==> config.mk <==
export PLATFORM = sky130hd
export DESIGN_NAME = pbuf_access
export DESIGN_NICKNAME = d
export VERILOG_FILES = /design/src/rtl/pbuf_pkg.sv /design/src/rtl/pbuf_onehot.sv /design/src/rtl/pbuf_access.sv
export SDC_FILE = /design/constraint.sdc
export NUM_CORES = 1
export LEC_CHECK = 0
export CORE_MARGIN = 1.5
export CORE_UTILIZATION = 45
export CTS_CLUSTER_DIAMETER = 50
export DETAILED_ROUTE_END_ITERATION = 16
export DONT_BUFFER_PORTS = 1
export GPL_ROUTABILITY_DRIVEN = 0
export MAX_ROUTING_LAYER = met4
export SYNTH_ARGS = -nofsm -noshare
export SYNTH_HDL_FRONTEND = slang
export SYNTH_SLANG_ARGS = --single-unit
==> constraint.sdc <==
create_clock -name clk -period 5.69 [get_ports clk]
set_clock_uncertainty 0.2 [all_clocks]
set_input_delay 1.138 -clock clk [delete_from_list [all_inputs] [get_ports clk]]
set_output_delay 1.138 -clock clk [all_outputs]
set_load 0.05 [all_outputs]
==> src/rtl/pbuf_pkg.sv <==
// Shared definitions for pattern-buffer access: field offsets, FSM states, index width.
package pbuf_pkg;

    localparam int unsigned FIELD_W = 5;
    localparam int unsigned CNT_W   = 3;

    // Field offsets inside one pattern buffer (P side 0..11, N side 12..21).
    localparam int unsigned PDRIVE      = 0;
    localparam int unsigned NDRIVE      = 1;
    localparam int unsigned PTWEAKSENSE = 2;
    localparam int unsigned PTWEAKRSVD  = 3;   // unnamed slot between sense and tweak bits
    localparam int unsigned PTWEAK0     = 4;
    localparam int unsigned PTWEAK7     = 11;
    localparam int unsigned NTWEAKSENSE = 12;
    localparam int unsigned NTWEAKRSVD  = 13;
    localparam int unsigned NTWEAK0     = 14;
    localparam int unsigned NTWEAK7     = 21;

    typedef enum logic [1:0] {
        IDLE   = 2'd0,
        SETBUF = 2'd1,
        SETFLD = 2'd2,
        WAIT   = 2'd3
    } pbuf_state_t;

endpackage

==> src/rtl/pbuf_onehot.sv <==
// Field index to one-hot field pointer; all-zero for indices past WIDTH-1.
module pbuf_onehot
    import pbuf_pkg::*;
#(
    parameter int unsigned WIDTH = 22
) (
    input  logic [FIELD_W-1:0] field_i,
    output logic [WIDTH-1:0]   onehot_c
);

    // Decode: bit i set only when the index equals i.
    always_comb begin
        onehot_c = '0;
        for (int unsigned i = 0; i < WIDTH; i++) begin
            onehot_c[i] = (32'(field_i) == i);
        end
    end

endmodule

==> src/rtl/pbuf_access.sv <==
// Command front-end for the pattern buffers: sets buffer/field pointers, issues
// writes, and times reads against the buffer's fixed read latency.
// Optional macro PBUF_ACCESS_WRITE_VERIFY_EN: read back every write and flag a
// mismatch on err.
module pbuf_access
    import pbuf_pkg::*;
#(
    parameter int unsigned BUF_SIZE  = 22,
    parameter int unsigned BUF_WIDTH = 8,
    parameter int unsigned NO_BUFS   = 8,
    parameter int unsigned READ_LAT  = 2
) (
    input  logic                 clk,
    input  logic                 reset,
    input  logic                 cmd_valid,
    output logic                 cmd_ready,
    input  logic                 cmd_write,
    input  logic                 cmd_burst,
    input  logic [2:0]           cmd_buf,
    input  logic [FIELD_W-1:0]   cmd_field,
    input  logic [BUF_WIDTH-1:0] cmd_data,
    output logic                 rsp_valid,
    output logic [BUF_WIDTH-1:0] rsp_data,
    output logic [FIELD_W-1:0]   rsp_field,
    output logic                 rsp_last,
    output logic                 err,
    output logic [2:0]           bufp_out,
    output logic [BUF_SIZE-1:0]  fieldp_out,
    output logic [BUF_SIZE-1:0]  fieldwp_out,
    output logic [BUF_WIDTH-1:0] field_out,
    output logic                 field_write_out,
    input  logic [BUF_WIDTH-1:0] field_byte_in
);

    pbuf_state_t          state_q, state_d;
    logic                 cmd_ready_q, cmd_ready_d;
    logic                 write_q, write_d;
    logic                 burst_q, burst_d;
    logic                 verify_q, verify_d;
    logic [2:0]           buf_q, buf_d;
    logic [FIELD_W-1:0]   field_q, field_d;
    logic [BUF_WIDTH-1:0] data_q, data_d;
    logic [CNT_W-1:0]     cnt_q, cnt_d;
    logic                 rsp_valid_q, rsp_valid_d;
    logic [BUF_WIDTH-1:0] rsp_data_q, rsp_data_d;
    logic [FIELD_W-1:0]   rsp_field_q, rsp_field_d;
    logic                 rsp_last_q, rsp_last_d;
    logic                 err_q, err_d;
    logic [2:0]           bufp_q, bufp_d;
    logic [BUF_SIZE-1:0]  fieldp_q, fieldp_d;
    logic [BUF_SIZE-1:0]  fieldwp_q, fieldwp_d;
    logic [BUF_WIDTH-1:0] field_out_q, field_out_d;
    logic                 field_write_q, field_write_d;
    logic [BUF_SIZE-1:0]  field_onehot_c;

    pbuf_onehot #(.WIDTH(BUF_SIZE)) u_onehot (
        .field_i  (field_q),
        .onehot_c (field_onehot_c)
    );

    // Next-state and registered-output logic; pointers only move in SETBUF/SETFLD.
    always_comb begin
        state_d       = state_q;
        write_d       = write_q;
        burst_d       = burst_q;
        verify_d      = verify_q;
        buf_d         = buf_q;
        field_d       = field_q;
        data_d        = data_q;
        cnt_d         = cnt_q;
        rsp_valid_d   = 1'b0;
        rsp_data_d    = rsp_data_q;
        rsp_field_d   = rsp_field_q;
        rsp_last_d    = 1'b0;
        err_d         = 1'b0;
        bufp_d        = bufp_q;
        fieldp_d      = fieldp_q;
        fieldwp_d     = fieldwp_q;
        field_out_d   = field_out_q;
        field_write_d = 1'b0;

        case (state_q)
            IDLE: begin
                if (cmd_valid) begin
                    write_d  = cmd_write;
                    burst_d  = cmd_burst;
                    buf_d    = cmd_buf;
                    field_d  = cmd_field;
                    data_d   = cmd_data;
                    verify_d = 1'b0;
                    if (32'(cmd_field) >= BUF_SIZE || 32'(cmd_buf) >= NO_BUFS) begin
                        err_d = 1'b1;
                    end else if (cmd_buf != bufp_q) begin
                        state_d = SETBUF;
                    end else begin
                        state_d = SETFLD;
                    end
                end
            end
            SETBUF: begin
                bufp_d  = buf_q;
                state_d = SETFLD;
            end
            SETFLD: begin
                if (write_q) begin
                    fieldwp_d     = field_onehot_c;
                    field_out_d   = data_q;
                    field_write_d = 1'b1;
`ifdef PBUF_ACCESS_WRITE_VERIFY_EN
                    fieldp_d = field_onehot_c;
                    cnt_d    = CNT_W'(READ_LAT);
                    verify_d = 1'b1;
                    state_d  = WAIT;
`else
                    state_d = IDLE;
`endif
                end else begin
                    fieldp_d = field_onehot_c;
                    cnt_d    = CNT_W'(READ_LAT);
                    state_d  = WAIT;
                end
            end
            WAIT: begin
                if (cnt_q != CNT_W'(1)) begin
                    cnt_d = cnt_q - CNT_W'(1);
                end else if (verify_q) begin
                    err_d   = (field_byte_in != data_q);
                    state_d = IDLE;
                end else begin
                    rsp_valid_d = 1'b1;
                    rsp_data_d  = field_byte_in;
                    rsp_field_d = field_q;
                    if (burst_q && 32'(field_q) < BUF_SIZE - 1) begin
                        field_d = field_q + FIELD_W'(1);
                        state_d = SETFLD;
                    end else begin
                        rsp_last_d = 1'b1;
                        state_d    = IDLE;
                    end
                end
            end
            default: state_d = IDLE;
        endcase

        cmd_ready_d = (state_d == IDLE);
    end

    // State and output registers; reset drops any command in flight.
    always_ff @(posedge clk or posedge reset) begin
        if (reset) begin
            state_q       <= IDLE;
            cmd_ready_q   <= 1'b1;
            write_q       <= 1'b0;
            burst_q       <= 1'b0;
            verify_q      <= 1'b0;
            buf_q         <= '0;
            field_q       <= '0;
            data_q        <= '0;
            cnt_q         <= '0;
            rsp_valid_q   <= 1'b0;
            rsp_data_q    <= '0;
            rsp_field_q   <= '0;
            rsp_last_q    <= 1'b0;
            err_q         <= 1'b0;
            bufp_q        <= '0;
            fieldp_q      <= '0;
            fieldwp_q     <= '0;
            field_out_q   <= '0;
            field_write_q <= 1'b0;
        end else begin
            state_q       <= state_d;
            cmd_ready_q   <= cmd_ready_d;
            write_q       <= write_d;
            burst_q       <= burst_d;
            verify_q      <= verify_d;
            buf_q         <= buf_d;
            field_q       <= field_d;
            data_q        <= data_d;
            cnt_q         <= cnt_d;
            rsp_valid_q   <= rsp_valid_d;
            rsp_data_q    <= rsp_data_d;
            rsp_field_q   <= rsp_field_d;
            rsp_last_q    <= rsp_last_d;
            err_q         <= err_d;
            bufp_q        <= bufp_d;
            fieldp_q      <= fieldp_d;
            fieldwp_q     <= fieldwp_d;
            field_out_q   <= field_out_d;
            field_write_q <= field_write_d;
        end
    end

    assign cmd_ready       = cmd_ready_q;
    assign rsp_valid       = rsp_valid_q;
    assign rsp_data        = rsp_data_q;
    assign rsp_field       = rsp_field_q;
    assign rsp_last        = rsp_last_q;
    assign err             = err_q;
    assign bufp_out        = bufp_q;
    assign fieldp_out      = fieldp_q;
    assign fieldwp_out     = fieldwp_q;
    assign field_out       = field_out_q;
    assign field_write_out = field_write_q;

endmodule

=== Yosys cells after proc, flatten, opt, wreduce, memory -nomap -nowiden ===
Cells that the tools add are included.

* Div/mod/pow operators: 0
* Multiply operators: 0
* Muxes and demuxes: 24
* Bitwise logic cells: 2
* Shift operators: 0
* $lt $le $gt $ge: 2
* $add $sub $neg: 2
* Eq/ne operators: 31
* Reduce and logical (&&, ||, !) cells: 12

{| class="wikitable"
|+ Operators by type and width
! kind !! count
|-
| $eq 5x4->1 const B || 8
|-
| $eq 5x5->1 const B || 6
|-
| $eq 5x3->1 const B || 4
|-
| $mux 5 || 3
|-
| $mux 2 || 6
|-
| $eq 5x2->1 const B || 2
|-
| $mux 1 || 10
|-
| $ne 2x2->1 const B || 5
|-
| $pmux 5 s2 || 1
|-
| $pmux 2 s4 || 1
|-
| $reduce_and 2->1 || 4
|-
| $mux 3 || 2
|-
| $pmux 3 s2 || 1
|-
| $add 5x1->5 const B || 1
|-
| $eq 5x1->1 const B || 1
|-
| $ge 5x5->1 const B || 1
|-
| $logic_not 5->1 || 1
|-
| $lt 5x5->1 const B || 1
|-
| $eq 2x2->1 const B || 2
|-
| $logic_not 2->1 || 2
|-
| $reduce_and 4->1 || 1
|-
| $reduce_bool 2->1 || 2
|-
| $ne 3x1->1 const B || 1
|-
| $ne 3x3->1 || 1
|-
| 5 further kinds || 6
|}

* Memories kept: 0
* Latch bits: 0
* Output and inout port bits: 73
* Input port bits: 29
* RAM bits: 0
* ROM bits: 0
* Logic and storage cells: 91
* Register bits: 96

=== Longest topological paths before layout ===
Gate-level depths: netlist (run 1).

* Depth after elaboration: 6
* Mapped depth: 8
* Depth with buffers taken out: 8

=== Cells and area by module ===
A second synthesis (run 1) with hierarchy kept.

* Cells, all modules: 411
* Area, all modules: 4066.4 um^2

{| class="wikitable"
|+ Modules (own cells, without submodules)
! module !! cells an instance !! area an instance (um^2) !! instances
|-
| pbuf_access || 375 || 3873.7 || 1
|-
| pbuf_onehot || 36 || 192.7 || 1
|}

=== Worst setup path before layout (run 1) ===
No wires, ideal clock.

* Path type: in2reg
* From: input port cmd_valid
* To: register buf_q[0]
* Buffers on the path: 1
* Setup slack: 3669 ps
* Required time: 5425 ps
* Stages on the path: 4
* Setup time: 65 ps
* Arrival time: 1756 ps
* Path through: nand2_1 clkbuf_1 nand2_1 nand2_1

* Word-level cells in the longest chain between the ends: 1

{| class="wikitable"
|+ RTL lines
! item !! RTL line !! source
|-
| start: declaration || pbuf_access.sv:15 || <nowiki>input logic cmd_valid,</nowiki>
|-
| $reduce_and 2->1 (no source line) || n/a ||
|-
| end signal: assignment || pbuf_access.sv:176 || <nowiki>buf_q <= buf_d;</nowiki>
|-
| end: declaration || pbuf_access.sv:40 || <nowiki>logic [2:0] buf_q, buf_d;</nowiki>
|}

Every way passes these cells.
A chain may end at the register's enable or synchronous reset.

=== Final worst setup path (run 1) ===
* From: register cmd_ready_q (netlist: cmd_ready)
* To: output port cmd_ready

{| class="wikitable"
|+ RTL lines
! item !! RTL line !! source
|-
| start: declaration || pbuf_access.sv:36 || <nowiki>logic cmd_ready_q, cmd_ready_d;</nowiki>
|-
| start signal: assignment || pbuf_access.sv:172 || <nowiki>cmd_ready_q <= cmd_ready_d;</nowiki>
|-
| end: declaration || pbuf_access.sv:16 || <nowiki>output logic cmd_ready,</nowiki>
|}

No word-level cell between the ends.

==> impl_metrics.tcl, run 1 <==
set metrics [dict create \
    synth_cell_types 44 \
    reg2reg_to "field_out[2]" \
    ys_ff_latch 96 \
    slew_viol_final 0 \
    drt_iter0_drc 97 \
    final_hold_viol_count 0 \
    endpoint_kind "output port" \
    avgViaCountPerCell 5.32 \
    antenna_found_initial 0 \
    cts_setup_buffers 0 \
    num_vias 2651 \
    start_util_pct 45.9 \
    startpoint_type "register" \
    timing.rr.start "state_q[0]" \
    cts_buffers 9 \
    syn_nets 429 \
    core-area_sq_um 8640 \
    fillers 847 \
    syn_avg_cell_area_sq_um 10.1 \
    hold_buffers 0 \
    cts_tree "built" \
    status "finished, final reports clean" \
    row_count 34 \
    dp_hpwl_microns 5590 \
    rrSetupSlack_ns 3.48 \
    max_slew_margin_pct 37.4 \
    cts.path.max_buffers 2 \
    ys_warn_count 0 \
    drt_drc_violations_left 0 \
    power_density_nw_per_um2 656 \
    hold_ws_ns 0.279 \
    synth_ff_type "dfrtp_1" \
    cts_root_buf "clkbuf_8" \
    syn2layout_area_growth_pct 6.44 \
    layout_min_cycle_time_ns 2.38 \
    hold_end "buf_q[1]" \
    ys_seq_area_share_pct 60.7 \
    drt_first_pass_iters 4 \
    drive_above_1_share_pct 11.0 \
    die_h_microns 96.8 \
    cts_resized 0 \
    numClockSinks 96 \
    r2r_cells 3 \
    crit_required_ns 4.35 \
    hp-start "buf_q[1]" \
    insertion_delay_ns 0.36 \
    ioPinCount 102 \
    grt_start_max_net_pins 65 \
    path_clk_slew_ns 0.08 \
    final_common_cell "nand2_1" \
    wl_microns 8140 \
    synthCells 393 \
    grt_pass1_wl_microns 13600 \
    layout_common_cells "nand2_1, dfrtp_1, o21ai_0" \
    ant_nets 0 \
    path_max_fanout 1 \
    hold_path_depth 2 \
    maxCapViolCount 0 \
    synthArstFlopShare_pct 100 \
    path_class "reg2out" \
    htreeDepth 3 \
    grt_usage_pct 18.9 \
    leakagePower_nw 2.00 \
    worstMarginPinSlew_ns 0.938 \
    rsz0062_at_grt "no" \
    final_core_util_pct 48.8 \
    synth_edf_count 0 \
    fmax_ghz 0.421 \
    ir_drop_mv 0.243 \
    nNetsFinal 421 \
    cp.arrival_ns 1.04 \
    setup_tns_ns 0 \
    port_buffers 0 \
    grt_pass1_vias 2631 \
    die_area_sq_um 9380 \
    die_w_microns 96.8 \
    syn-cell-area_sq_um 3960 \
    grt_overflow 0 \
    p_total_mw 2.76 \
    wl_per_cell_microns 16.3 \
    finalCritPeriodShare_pct 41.8 \
    diodes 0 \
    setup_viol 0 \
    hp-class "reg2reg" \
]
worst max-delay path by stage:
stage / depth (start not counted) / startpoint / endpoint / slack, ns
final: 0 / cmd_ready / cmd_ready / 3.31
after global routing: 0 / bufp_out[0] / bufp_out[0] / 3.27
after CTS: 0 / cmd_ready / cmd_ready / 3.29
after detailed placement: 2 / reset / buf_q[2] / 3.22
after global placement: 2 / reset / bufp_out[1] / 3.25
after floorplan: 1 / reset / buf_q[0] / 1.85
metal layers:
metal / part of all wire [%] / vias to the layer above / GRT usage, %
met4: 1.9 / 0 / 7.47
li1: - / 1274 / -
met5: 0 / - / -
met1: 45 / 1279 / 24.1
met3: 7.3 / 14 / 5.78
met2: 46 / 84 / 28.4
report_power, final:
part / total [mW] / internal [mW] / switching [mW]
Sequential: 1.73 / 0.917 / 0.811
Combinational: 0.579 / 0.220 / 0.358
Clock: 0.458 / 0.219 / 0.239
Total: 2.76 / 1.36 / 1.41
cell families after synthesis:
logic type / after synthesis / synth area share [%]
xor gates and xnor gates: 3 / 0.663
and+or+nand+nor: 169 / 18.3
buffers and inverters: 32 / 3.66
AOI/OAI and AO/OA: 71 / 10.2
muxes: 15 / 4.23
adders and majority gates: 7 / 2.21
DFF: 96 / 60.7
cell type report:
type                    count  area (sq um)  area share [%]
clock buffers              11           141            3.35
clock inverters             5          63.8            1.51
inverters                  11          45.0            1.07
multi-input cells         265          1410            33.5
flip-flops and latches     96          2400            57.0
well taps                 108           135            3.20
repair buffers              2          15.0           0.356
synthesized netlist by cell type, types with 2 or more instances:
library cell	instances	area (sq um)
a21boi_1	2	15.0
a21o_1	2	15.0
a21oi_1	5	25.0
and2_4	2	17.5
buf_2	7	35.0
buf_4	2	15.0
clkbuf_1	10	37.5
dfrtp_1	95	2380
ha_1	7	87.6
inv_1	9	33.8
mux2_2	14	158
nand2_1	132	495
nand3_1	11	55.1
nor2_1	5	18.8
nor2b_1	2	12.5
nor3_1	4	20.0
o211ai_1	3	22.5
o21ai_0	48	240
o21ai_1	3	15.0
o22ai_1	2	12.5
or3_1	3	18.8
xnor2_1	3	26.3
stage by stage:
step	std cells	cell area (sq um)	worst slack, ns
5_1_grt	498	4220	3.27
3_5_place_dp	482	4010	3.22
6_report	498	4220	3.31
4_1_cts	498	4220	3.29
3_3_place_gp	482	4010	3.25
2_1_floorplan	393	3960	1.85
registers in the layout (all words and copies together) (netlist names):
register / count
buf_q: 3
fieldwp_out: 22
rsp_field: 5
field_write_out: 1
burst_q: 1
bufp_out: 3
state_q: 2
err: 1
field_out: 8
cmd_ready: 1
write_q: 1
fieldp_out: 22
rsp_valid: 1
field_q: 5
cnt_q: 3
rsp_last: 1
data_q: 8
rsp_data: 8
No activity file was read; power rests on OpenSTA's default activity.
==> run 2, diff against run 1 <==
==> constraint.sdc (replaced) <==
create_clock -name clk -period 1.9 [get_ports clk]
set_clock_uncertainty 0.2 [all_clocks]
set_input_delay 0.38 -clock clk [delete_from_list [all_inputs] [get_ports clk]]
set_output_delay 0.38 -clock clk [all_outputs]
set_load 0.05 [all_outputs]
==> run 2 against run 1 <==
Non-clock buffer count rose by 42. Die area stayed put. Core utilization increased by 4.8 points. Combinational power rose to 3.7 times the previous value. Sequential share of layout area down 5.1 points. Clock power increased to 3.2 times the previous value. Hold slack got worse by 0.23 ns. Power rose to 3.1 times the previous value. Cell count is 8.2% higher.
==> impl_metrics.tcl, run 2 (synthesized netlist as in run 1, its figures left out) <==
set metrics [dict create \
    max_slew_margin_pct 66.3 \
    power_density_nw_per_um2 1860 \
    grt_start_max_net_pins 45 \
    grt_usage_pct 20.3 \
    dpl_worst_slack_ns 0.155 \
    cts.path.max_buffers 2 \
    grt_pass1_vias 3005 \
    ioPinCount 102 \
    die_w_microns 96.8 \
    worstMarginPinSlew_ns 0.505 \
    avgViaCountPerCell 5.21 \
    die_area_sq_um 9380 \
    status "finished, final reports clean" \
    nNetsFinal 463 \
    row_count 34 \
    crit_required_ns 1.94 \
    leakagePower_nw 2.20 \
    fmax_ghz 0.564 \
    htreeDepth 3 \
    postLayoutSetupSlackWorst_ns 0.128 \
    setup_tns_ns 0 \
    hold_ws_ns 0.0447 \
    cp.arrival_ns 1.82 \
    drive_above_1_share_pct 13.9 \
    maxCapViolCount 0 \
    cts_buffers 9 \
    startpoint_type "register" \
    p_total_mw 8.60 \
    cts_root_buf "clkbuf_8" \
    path_class "reg2reg" \
    setup_viol 0 \
    drt_iter0_drc 76 \
    port_buffers 0 \
    syn2layout_area_growth_pct 16.9 \
    slew_viol_final 0 \
    endpoint_kind "register" \
    insertion_delay_ns 0.36 \
    dr_wl_met2_microns 4120 \
    final_common_cell "nand2_1" \
    ir_drop_mv 0.846 \
    finalCritPeriodShare_pct 93.2 \
    final_hold_viol_count 0 \
    fillers 789 \
    antenna_found_initial 0 \
    core-area_sq_um 8640 \
    crit_chain "inv_1, ha_1, and2b_1, nand2_1, o211ai_1, mux2_2" \
    cp_top_family "flip-flops" \
    dp_hpwl_microns 5900 \
    cts_setup_buffers 0 \
    path_max_fanout 4 \
    rsz0062_at_grt "no" \
    wl_per_cell_microns 15.8 \
    hold_buffers 25 \
    routed.top_layer "met4" \
    grt_pass1_wl_microns 14900 \
    cts_tree "built" \
    layout_min_cycle_time_ns 1.77 \
    drt_drc_violations_left 0 \
    critPathBufInv 1 \
    ant_nets 0 \
    diodes 0 \
    crit_slowest_cell "dfrtp_1" \
    layout_common_cells "nand2_1, dfrtp_1, o21ai_0" \
    met3_length_microns 585 \
    max_stage_delay_ns 0.38 \
    start_util_pct 45.9 \
    fin_cells 539 \
    drt_first_pass_iters 4 \
    dp.cells 499 \
    path_clk_slew_ns 0.09 \
    cts_resized 0 \
    die_h_microns 96.8 \
    grt_overflow 0 \
    num_vias 2808 \
    numClockSinks 96 \
    hp-class "in2reg" \
    wl_met1_microns 3700 \
    wl_microns 8520 \
]
## run 2: final timing paths
kind,startpoint,endpoint,slack [ns],cells after the start
max,cnt_q[1],cnt_q[1],0.13,6
min,cmd_field[3],field_q[3],0.04,2
max reg2reg,cnt_q[1],cnt_q[1],0.13,6
min reg2reg,burst_q,burst_q,0.27,2
max in group asynchronous,reset,rsp_field[3],0.70,3
min in group asynchronous,reset,fieldwp_out[17],0.24,2
## run 2: final cells by class
class	instances	area, sq um	area share (%)
inverter	11	46.3	0.999
multi-input combinational	265	1410	30.5
clock inverter	6	92.6	2.00
sequential	96	2400	51.9
tap	108	135	2.92
timing repair buffer	44	418	9.02
clock buffer	9	124	2.67
## run 2: report_power, final
group | leakage, nW | internal (mW) | total [mW] | switching (mW)
logic | 0.841 | 0.843 | 2.12 | 1.27
registers | 1.25 | 2.75 | 5.02 | 2.27
clock network | 0.102 | 0.744 | 1.46 | 0.720
## run 2: metrics by stage
stage / instance area (sq um) / utilization [%]
3_5_place_dp: 4170 / 48.2
4_1_cts: 4630 / 53.6
6_report: 4630 / 53.6
5_1_grt: 4630 / 53.6
2_1_floorplan: 3970 / -
3_3_place_gp: 4170 / 48.2
## run 2: routing by layer
| layer | global-route usage, % | vias to the layer above |
|---|---|---|
| li1 | - | 1355 |
| met1 | 23.8 | 1348 |
| met2 | 33.1 | 93 |
| met3 | 6.07 | 12 |
| met4 | 7.47 | 0 |
| met5 | - | - |
==> run 3, diff against run 2 <==
--- a/config.mk
+++ b/config.mk
@@ -5,6 +5,7 @@
 export SDC_FILE = /design/constraint.sdc
 export NUM_CORES = 1
 export LEC_CHECK = 0
+export CAP_MARGIN = 20
 export CORE_MARGIN = 1.5
 export CORE_UTILIZATION = 45
 export CTS_CLUSTER_DIAMETER = 50
==> results of run 3 <==
Final layout, timing and power as in run 2 (identical DEF).
